## src/rtl/mc_pkg.sv

```systemverilog
// Shared opcodes, funct codes, ALU function codes and controller state encoding.
package mc_pkg;

  localparam int unsigned OPCODE_W   = 6;
  localparam int unsigned FUNCT_W    = 6;
  localparam int unsigned ALU_FUNC_W = 3;
  localparam int unsigned ALU_OP_W   = 2;

  // Opcodes (IR[31:26])
  localparam logic [OPCODE_W-1:0] OP_RTYPE = 6'b000000;
  localparam logic [OPCODE_W-1:0] OP_LW    = 6'b100011;
  localparam logic [OPCODE_W-1:0] OP_SW    = 6'b101011;
  localparam logic [OPCODE_W-1:0] OP_BEQ   = 6'b000100;
  localparam logic [OPCODE_W-1:0] OP_BNE   = 6'b000101;
  localparam logic [OPCODE_W-1:0] OP_ADDI  = 6'b001000;
  localparam logic [OPCODE_W-1:0] OP_SLTI  = 6'b001010;
  localparam logic [OPCODE_W-1:0] OP_J     = 6'b000010;

  // R-type funct codes (IR[5:0])
  localparam logic [FUNCT_W-1:0] FN_ADD = 6'b100000;
  localparam logic [FUNCT_W-1:0] FN_SUB = 6'b100010;
  localparam logic [FUNCT_W-1:0] FN_SLT = 6'b101010;

  // ALU function codes
  localparam logic [ALU_FUNC_W-1:0] ALU_ADD = 3'b000;
  localparam logic [ALU_FUNC_W-1:0] ALU_SUB = 3'b001;
  localparam logic [ALU_FUNC_W-1:0] ALU_SLT = 3'b010;
  localparam logic [ALU_FUNC_W-1:0] ALU_EQL = 3'b011;
  localparam logic [ALU_FUNC_W-1:0] ALU_NEQ = 3'b100;

  // Operation class handed from the controller to the ALU decoder
  typedef enum logic [ALU_OP_W-1:0] {
    ALUOP_ADD   = 2'b00,
    ALUOP_SUB   = 2'b01,
    ALUOP_FUNCT = 2'b10,
    ALUOP_SLT   = 2'b11
  } aluop_e;

  typedef enum logic [3:0] {
    FETCH  = 4'd0,
    DECODE = 4'd1,
    MEMADR = 4'd2,
    MEMRD  = 4'd3,
    MEMWB  = 4'd4,
    MEMWR  = 4'd5,
    RTEX   = 4'd6,
    RTWB   = 4'd7,
    BRANCH = 4'd8,
    IMMEX  = 4'd9,
    IMMWB  = 4'd10,
    JUMP   = 4'd11
  } state_e;

  // True for the R-type funct codes the datapath implements; others are NOPs.
  function automatic logic funct_valid(input logic [FUNCT_W-1:0] f);
    return (f == FN_ADD) || (f == FN_SUB) || (f == FN_SLT);
  endfunction

endpackage

```

## src/rtl/alu_decoder.sv

```systemverilog
// Maps an operation class (and the R-type funct field) to an ALU function code.
module alu_decoder
  import mc_pkg::*;
(
  input  logic [FUNCT_W-1:0]    funct_i,
  input  logic [ALU_OP_W-1:0]   alu_op_i,
  output logic [ALU_FUNC_W-1:0] alu_func_o
);

  // Class decode; unimplemented funct codes fall back to add (never reached in RTEX).
  always_comb begin
    alu_func_o = ALU_ADD;
    case (aluop_e'(alu_op_i))
      ALUOP_ADD: alu_func_o = ALU_ADD;
      ALUOP_SUB: alu_func_o = ALU_SUB;
      ALUOP_SLT: alu_func_o = ALU_SLT;
      ALUOP_FUNCT: begin
        case (funct_i)
          FN_ADD:  alu_func_o = ALU_ADD;
          FN_SUB:  alu_func_o = ALU_SUB;
          FN_SLT:  alu_func_o = ALU_SLT;
          default: alu_func_o = ALU_ADD;
        endcase
      end
      default: alu_func_o = ALU_ADD;
    endcase
  end

endmodule

```

## src/rtl/multicycle_controller.sv

```systemverilog
// Multicycle MIPS-subset main controller: Moore-decoded datapath controls,
// with branch PCWrite following Zero combinationally.
module multicycle_controller
  import mc_pkg::*;
#(
  parameter int unsigned STATE_W = 4
) (
  input  logic                  clk,
  input  logic                  rst,
  input  logic [OPCODE_W-1:0]   opcode,
  input  logic [FUNCT_W-1:0]    funct,
  input  logic                  Zero,
  output logic [ALU_FUNC_W-1:0] ALUFunc,
  output logic                  ALUSrcA,
  output logic [1:0]            ALUSrcB,
  output logic [1:0]            PCSrc,
  output logic                  PCWrite,
  output logic                  IorD,
  output logic                  MemRead,
  output logic                  MemWrite,
  output logic                  IRWrite,
  output logic                  RegWrite,
  output logic                  RegDst,
  output logic                  MemToReg,
  output logic                  instr_done
);

  logic [STATE_W-1:0] state_q;
  logic [STATE_W-1:0] state_d;
  state_e             state_cur;
  aluop_e             alu_op;

  assign state_cur = state_e'(state_q);

  alu_decoder u_alu_decoder (
    .funct_i    (funct),
    .alu_op_i   (alu_op),
    .alu_func_o (ALUFunc)
  );

  // State register; reset returns to FETCH without waiting for a clock edge.
  always_ff @(posedge clk or posedge rst) begin
    if (rst) begin
      state_q <= STATE_W'(FETCH);
    end else begin
      state_q <= state_d;
    end
  end

  // Next-state and control decode; write enables are forced low while in reset.
  always_comb begin
    state_d    = STATE_W'(FETCH);
    alu_op     = ALUOP_ADD;
    ALUSrcA    = 1'b0;
    ALUSrcB    = 2'b00;
    PCSrc      = 2'b00;
    PCWrite    = 1'b0;
    IorD       = 1'b0;
    MemRead    = 1'b0;
    MemWrite   = 1'b0;
    IRWrite    = 1'b0;
    RegWrite   = 1'b0;
    RegDst     = 1'b0;
    MemToReg   = 1'b0;
    instr_done = 1'b0;

    case (state_cur)
      FETCH: begin
        MemRead = 1'b1;
        IRWrite = 1'b1;
        ALUSrcB = 2'b01;
        PCWrite = 1'b1;
        state_d = STATE_W'(DECODE);
      end
      DECODE: begin
        ALUSrcB = 2'b11;
        case (opcode)
          OP_LW, OP_SW:     state_d = STATE_W'(MEMADR);
          OP_BEQ, OP_BNE:   state_d = STATE_W'(BRANCH);
          OP_ADDI, OP_SLTI: state_d = STATE_W'(IMMEX);
          OP_J:             state_d = STATE_W'(JUMP);
          OP_RTYPE: begin
            if (funct_valid(funct)) begin
              state_d = STATE_W'(RTEX);
            end else begin
              state_d    = STATE_W'(FETCH);
              instr_done = 1'b1;
            end
          end
          default: begin
            state_d    = STATE_W'(FETCH);
            instr_done = 1'b1;
          end
        endcase
      end
      MEMADR: begin
        ALUSrcA = 1'b1;
        ALUSrcB = 2'b10;
        if (opcode == OP_LW) begin
          state_d = STATE_W'(MEMRD);
        end else if (opcode == OP_SW) begin
          state_d = STATE_W'(MEMWR);
        end else begin
          state_d = STATE_W'(FETCH);
        end
      end
      MEMRD: begin
        MemRead = 1'b1;
        IorD    = 1'b1;
        state_d = STATE_W'(MEMWB);
      end
      MEMWB: begin
        RegWrite   = 1'b1;
        MemToReg   = 1'b1;
        instr_done = 1'b1;
      end
      MEMWR: begin
        MemWrite   = 1'b1;
        IorD       = 1'b1;
        instr_done = 1'b1;
      end
      RTEX: begin
        ALUSrcA = 1'b1;
        alu_op  = ALUOP_FUNCT;
        state_d = STATE_W'(RTWB);
      end
      RTWB: begin
        RegWrite   = 1'b1;
        RegDst     = 1'b1;
        instr_done = 1'b1;
      end
      BRANCH: begin
        ALUSrcA    = 1'b1;
        alu_op     = ALUOP_SUB;
        PCSrc      = 2'b01;
        PCWrite    = (opcode == OP_BNE) ? ~Zero : Zero;
        instr_done = 1'b1;
      end
      IMMEX: begin
        ALUSrcA = 1'b1;
        ALUSrcB = 2'b10;
        alu_op  = (opcode == OP_SLTI) ? ALUOP_SLT : ALUOP_ADD;
        state_d = STATE_W'(IMMWB);
      end
      IMMWB: begin
        RegWrite   = 1'b1;
        instr_done = 1'b1;
      end
      JUMP: begin
        PCSrc      = 2'b10;
        PCWrite    = 1'b1;
        instr_done = 1'b1;
      end
      default: state_d = STATE_W'(FETCH);
    endcase

    if (rst) begin
      PCWrite    = 1'b0;
      MemRead    = 1'b0;
      MemWrite   = 1'b0;
      IRWrite    = 1'b0;
      RegWrite   = 1'b0;
      instr_done = 1'b0;
    end
  end

endmodule

```

## config.mk

```make
export PLATFORM = sky130hd
export DESIGN_NAME = multicycle_controller
export DESIGN_NICKNAME = d
export VERILOG_FILES = /design/src/rtl/mc_pkg.sv /design/src/rtl/alu_decoder.sv /design/src/rtl/multicycle_controller.sv
export SDC_FILE = /design/constraint.sdc
export NUM_CORES = 1
export LEC_CHECK = 0
export CAP_MARGIN = 20
export CORE_MARGIN = 2
export CORE_UTILIZATION = 37
export CTS_CLUSTER_SIZE = 14
export DETAILED_ROUTE_END_ITERATION = 10
export PLACE_DENSITY_LB_ADDON = 0.1
export SLEW_MARGIN = 20
export SYNTH_ARGS = -nofsm -noshare
export SYNTH_HDL_FRONTEND = slang
export SYNTH_HIERARCHICAL = 1
export SYNTH_SLANG_ARGS = --single-unit
export TNS_END_PERCENT = 10
```

## constraint.sdc

```tcl
create_clock -name clk -period 3.05 [get_ports clk]
set_input_delay 0.7625 -clock clk [delete_from_list [all_inputs] [get_ports clk]]
set_output_delay 0.7625 -clock clk [all_outputs]
set_load 0.03 [all_outputs]
```

# Word level (Yosys, flattened, before mapping)
# Cells that the tools add are included.
# word_totals
ff_bits	4
input_bits	15
output_inout_bits	17
# op_classes
eq_ne	24
n_mux	30
bitwise_logic	1
reduce_logical	16
# op_table
operator	n
$eq 6x6->1 const B	5
$pmux 4 s6	1
$pmux 4 s5	1
$eq 4x3->1 const B	4
$eq 4x4->1 const B	4
$mux 1	16
$reduce_or 2->1	7
$eq 6x3->1 const B	2
$eq 6x4->1 const B	2
$pmux 2 s3	2
$pmux 3 s4	1
$mux 3	3
$eq 4x2->1 const B	2
$pmux 2 s2	2
$reduce_or 7->1	1
$eq 6x2->1 const B	1
$logic_not 6->1	1
$pmux 1 s2	3
$reduce_or 6->1	1
$eq 2x2->1 const B	2
$eq 4x1->1 const B	1
$logic_not 4->1	1
$reduce_or 4->1	1
$reduce_or 3->1	1
5 further kinds	6

# Logic depth before layout (Yosys ltp)
# Gate-level depths: netlist (run 1).
# depth
ltp_word	7
mapped_depth	7
mapped_depth_nobuf	6

# Modules after synthesis
# Netlist (run 1), hierarchy kept.
# modules_own_cells
mod	n_inst	cells_each	area_each_um2	seq_area_each_um2
multicycle_controller	1	75	510.5	100.1
alu_decoder	1	9	68.8	0.0

# Least setup slack after synthesis (run 1)
# No wires, ideal clock.
# synth_path
kind	input -> output
start	input port opcode[5]
end	output port ALUFunc[1]
arrival_time_ns	2.753
required_ns	2.288
path_slack_ns	-0.466
stages	5
cell_sequence	nor4_1 nand3_1 o22ai_1 nand2_1 o41ai_1
# synth_between
elab_chain_cells	5
# synth_rtl
element	line	text
start: declaration	multicycle_controller.sv:10	input logic [OPCODE_W-1:0] opcode,
$eq 6x4->1 *	multicycle_controller.sv:142	alu_op = (opcode == OP_SLTI) ? ALUOP_SLT : ALUOP_ADD;
$mux 2 *	multicycle_controller.sv:142	
$pmux 2 s3 *	multicycle_controller.sv:67	case (state_cur)
named net alu_op[1]	multicycle_controller.sv:31	aluop_e alu_op;
$eq 2x2->1 (tied with other cells)	alu_decoder.sv:13	case (aluop_e'(alu_op_i))
$pmux 3 s4 *	alu_decoder.sv:13	
end: declaration	multicycle_controller.sv:13	output logic [ALU_FUNC_W-1:0] ALUFunc,
# The timed path passes the listed nets; every way through them passes the cells marked *. The select of a mux whose other input is x is not followed.

# Final worst setup path (run 1)
# layout_path
start	input port opcode[4]
end	output port PCWrite
# layout_between
elab_chain_cells	4
# layout_rtl
element	line	text
$eq 6x3->1	multicycle_controller.sv:136	PCWrite = (opcode == OP_BNE) ? ~Zero : Zero;
$mux 1	multicycle_controller.sv:136	
$pmux 1 s2	multicycle_controller.sv:67	
$mux 1	multicycle_controller.sv:157	if (rst) begin
end: declaration	multicycle_controller.sv:17	output logic PCWrite,
# Every way passes these cells.

==> results.sh, run 1 <==
export IMPL_dieHeight_um=43.6
export IMPL_fin_tns_setup_ps=0
export IMPL_timing_critical_path_depth=6
export IMPL_hold_path_cell_count=3
export IMPL_synthCells=84
export IMPL_post_synth_top_area_cell="sky130_fd_sc_hd__dfrtp_1"
export IMPL_area_growth_syn_to_layout_pct=80.3
export IMPL_number_of_antenna_violating_nets_in_the_routed_design=0
export IMPL_yosys_warnings=6
export IMPL_synth_flop_cell="sky130_fd_sc_hd__dfrtp_1"
export IMPL_regToRegSetupSlack_ps=1700
export IMPL_max_vdd_ir_drop_mv=0.287
export IMPL_antenna_found_initial=0
export IMPL_p_leak_nw=0.433
export IMPL_num_fill_cells=122
export IMPL_synth_top_area_frac=0.173
export IMPL_grt_overflow_total=0
export IMPL_cts_reportedPaths_clkPinSlew_ps=40
export IMPL_critical_path_fanout_max=3
export IMPL_cp_end_kind="primary output"
export IMPL_yosysMostFrequentCell="sky130_fd_sc_hd__nand2_1"
export IMPL_wl_met1_um=850
export IMPL_synthArstFlopShare=1.00
export IMPL_slowest_stage="sky130_fd_sc_hd__or4_1"
export IMPL_run_status="finished, final reports clean"
export IMPL_placementRows=14
export IMPL_portBuffers=30
export IMPL_detailroute_via_count=824
export IMPL_synth_seq_area_share=0.173
export IMPL_critPathRequiredTime_ps=2290
export IMPL_finClkSkew_ps=2.41
export IMPL_track_usage=0.217
export IMPL_place_congestion=0.835
export IMPL_grt_first_pass_wirelength_um=3150
export IMPL_max_stage_delay_ps=520
export IMPL_mappedNetlistArea_sq_um=579
export IMPL_clock_tree_htree_level_count=1
export IMPL_post_synth_most_frequent_cells="sky130_fd_sc_hd__nand2_1, sky130_fd_sc_hd__nor2_1, sky130_fd_sc_hd__a21oi_1, sky130_fd_sc_hd__inv_1"
export IMPL_layout_worst_path_cycle_share=0.988
export IMPL_cts_sinks=4
export IMPL_route_detailed_wl_per_inst_um=13.7
export IMPL_timing_critical_path_cells="buf_2 -> or2_1 -> or4_1 -> a31o_1 -> a211oi_2 -> buf_4"
export IMPL_route_met2_wl_um=984
export IMPL_initial_core_utilization=0.389
export IMPL_yosys_cell_types_count=40
export IMPL_hold_viol=0
export IMPL_clkLatencyLatePin_ps=250
export IMPL_netlist_top_cells_area="sky130_fd_sc_hd__dfrtp_1, sky130_fd_sc_hd__nand2_1, sky130_fd_sc_hd__a21oi_1"
export IMPL_cts_root_buf="sky130_fd_sc_hd__clkbuf_4"
export IMPL_grt_pass1_vias=704
export IMPL_utilization=0.702
export IMPL_final_max_slew_violation_count=0
export IMPL_mappedNetlistNets=99
export IMPL_reg2reg_depth=3
export IMPL_critPathKind="primary input to primary output"
export IMPL_grt_max_degree=17
export IMPL_drc=0
export IMPL_dpl_hpwl_um=1400
export IMPL_cts_tree="done"
export IMPL_fp_dieArea_sq_um=1900
export IMPL_drtIter0Drc=18
export IMPL_power_per_cell_area_nw_per_um2=486
export IMPL_post_drt_via_cell_ratio=5.76
export IMPL_fmax_ghz=0.332
export IMPL_syn_avg_cell_area_sq_um=6.90
export IMPL_totalWireLength_um=1960
export IMPL_number_of_nets_at_the_end_of_the_flow=144
export IMPL_hp_class="flop to flop"
export IMPL_count_of_flip_flops_with_a_built_in_enable_after_synthesis=0
export IMPL_worst_path_dominant_cell_family="simple AND/OR/NAND/NOR gates"
export IMPL_drt_pre_antenna_iters=4
export IMPL_largest_register_ffs=4
export IMPL_area_of_the_core_sq_um=1490
export IMPL_ys_ff_latch=4
export IMPL_worst_ep_arrival_time_ps=2250
export IMPL_detailroute_wirelength_met3_um=116
export IMPL_numCtsBuffers=3
export IMPL_antenna_cells_inserted=0
export IMPL_cts_max_path_buffers=2
export IMPL_critical_path_n_buffers_inverters=2
export IMPL_die_x_extent_um=43.6
export IMPL_cap_viol_max_count=0
export IMPL_setup_viol=0
export IMPL_pin_count=32
export IMPL_top_layer="met4"
export IMPL_final_min_clock_period_ps=3010
export IMPL_timing_critical_path_from_type="primary input"
export IMPL_final_layout_size_suffix_gt1_frac=0.315
export IMPL_totalPowerFinal_uw=507
==> worst register-to-register path: stages (launching register included) <==
cell	delay, ps
sky130_fd_sc_hd__dfrtp_1	480
sky130_fd_sc_hd__buf_4	210
sky130_fd_sc_hd__nor3_1	60
sky130_fd_sc_hd__a2111oi_0	450
==> cells in the final DEF, fill, tap and decap left out, types with 2 or more instances in the layout <==
master | netlist | layout
sky130_fd_sc_hd__nand2b_1 | 3 | 3
sky130_fd_sc_hd__a31oi_1 | 3 | 3
sky130_fd_sc_hd__buf_4 | 1 | 18
sky130_fd_sc_hd__dfrtp_1 | 4 | 3
sky130_fd_sc_hd__nand2_1 | 11 | 11
sky130_fd_sc_hd__or3_1 | 2 | 2
sky130_fd_sc_hd__inv_1 | 6 | 6
sky130_fd_sc_hd__clkdlybuf4s15_2 | 0 | 2
sky130_fd_sc_hd__or2_1 | 1 | 2
sky130_fd_sc_hd__buf_6 | 0 | 2
sky130_fd_sc_hd__buf_2 | 0 | 4
sky130_fd_sc_hd__clkbuf_4 | 0 | 3
sky130_fd_sc_hd__nor3_1 | 4 | 4
sky130_fd_sc_hd__o41ai_2 | 1 | 2
sky130_fd_sc_hd__nor2_1 | 7 | 7
sky130_fd_sc_hd__a21oi_1 | 6 | 6
sky130_fd_sc_hd__or4_1 | 2 | 2
sky130_fd_sc_hd__nand3_1 | 3 | 2
sky130_fd_sc_hd__a211oi_2 | 1 | 2
sky130_fd_sc_hd__clkdlybuf4s50_1 | 0 | 16
==> through the flow <==
step | cell area (sq um) | hold slack, ps | instances | setup slack [ps]
after CTS | 1020 | 682 | 143 | 4.03
after floorplan | 588 | 529 | 84 | -81.8
after global placement | 957 | 677 | 137 | -356
after detailed placement | 957 | 665 | 137 | -371
after global routing | 1040 | 757 | 143 | -2.45
final | 1040 | 694 | 143 | 36.2
==> cells by family (layout without fill, tap and decap cells) <==
| group | count (synthesis) | in the layout | share of synthesized area |
|---|---|---|---|
| AOI/OAI and AO/OA | 24 | 24 | 0.313 |
| xor gates and xnor gates | 1 | 1 | 0.0151 |
| buffers and inverters | 10 | 53 | 0.0713 |
| DFF | 4 | 4 | 0.173 |
| muxes | 1 | 1 | 0.0173 |
| other | 1 | 1 | 0.00647 |
| and+or+nand+nor | 43 | 43 | 0.404 |
==> report_power, final <==
part	total (mW)	internal (mW)	switching, mW	leakage (nW)
logic	0.342	0.138	0.204	0.368
clock network	0.0720	0.0444	0.0276	0.0138
registers	0.0929	0.0651	0.0278	0.0516
total	0.507	0.248	0.259	0.433
==> layer usage <==
metal | track usage | vias up
met2 | 0.359 | 37
met1 | 0.288 | 380
met5 | 0 | -
met3 | 0.0417 | 2
met4 | 0.0545 | 0
li1 | - | 405
==> layout make-up <==
type	instances	area, sq um	area share
Multi-Input combinational cell	70	497	0.475
Timing Repair Buffer	44	382	0.365
Sequential cell	4	101	0.0970
Clock buffer	3	22.5	0.0216
Inverter	6	22.5	0.0216
Tap cell	16	20.0	0.0192
==> path summary, 6_finish.rpt <==
| kind | startpoint | end |
|---|---|---|
| max | opcode[4] | PCWrite |
| min | state_cur[0]$_DFF_PP0_ | state_cur[2]$_DFF_PP0_ |
| max reg2reg | state_cur[2]$_DFF_PP0_ | state_cur[0]$_DFF_PP0_ |
| min reg2reg | state_cur[0]$_DFF_PP0_ | state_cur[2]$_DFF_PP0_ |
| max in group asynchronous | rst | state_cur[1]$_DFF_PP0_ |
| min in group asynchronous | rst | state_cur[2]$_DFF_PP0_ |
==> what timing repair did <==
action                                 CTS  global route
resized for setup                       32             4
setup endpoints to repair                4             5
cloned                                   0             0
pin swaps                                9             3
buffers inserted                         3             0
endpoints found under the hold margin    0             0
hold buffers                             0             0
Note: power is estimated with default switching activity, not from simulation.
==> inputs of run 2 (changes only) <==
Settings changed: CTS_CLUSTER_SIZE 14 to 16.
==> results of run 2 <==
Same layout as run 1: the final DEF is identical, and so are final timing and power.
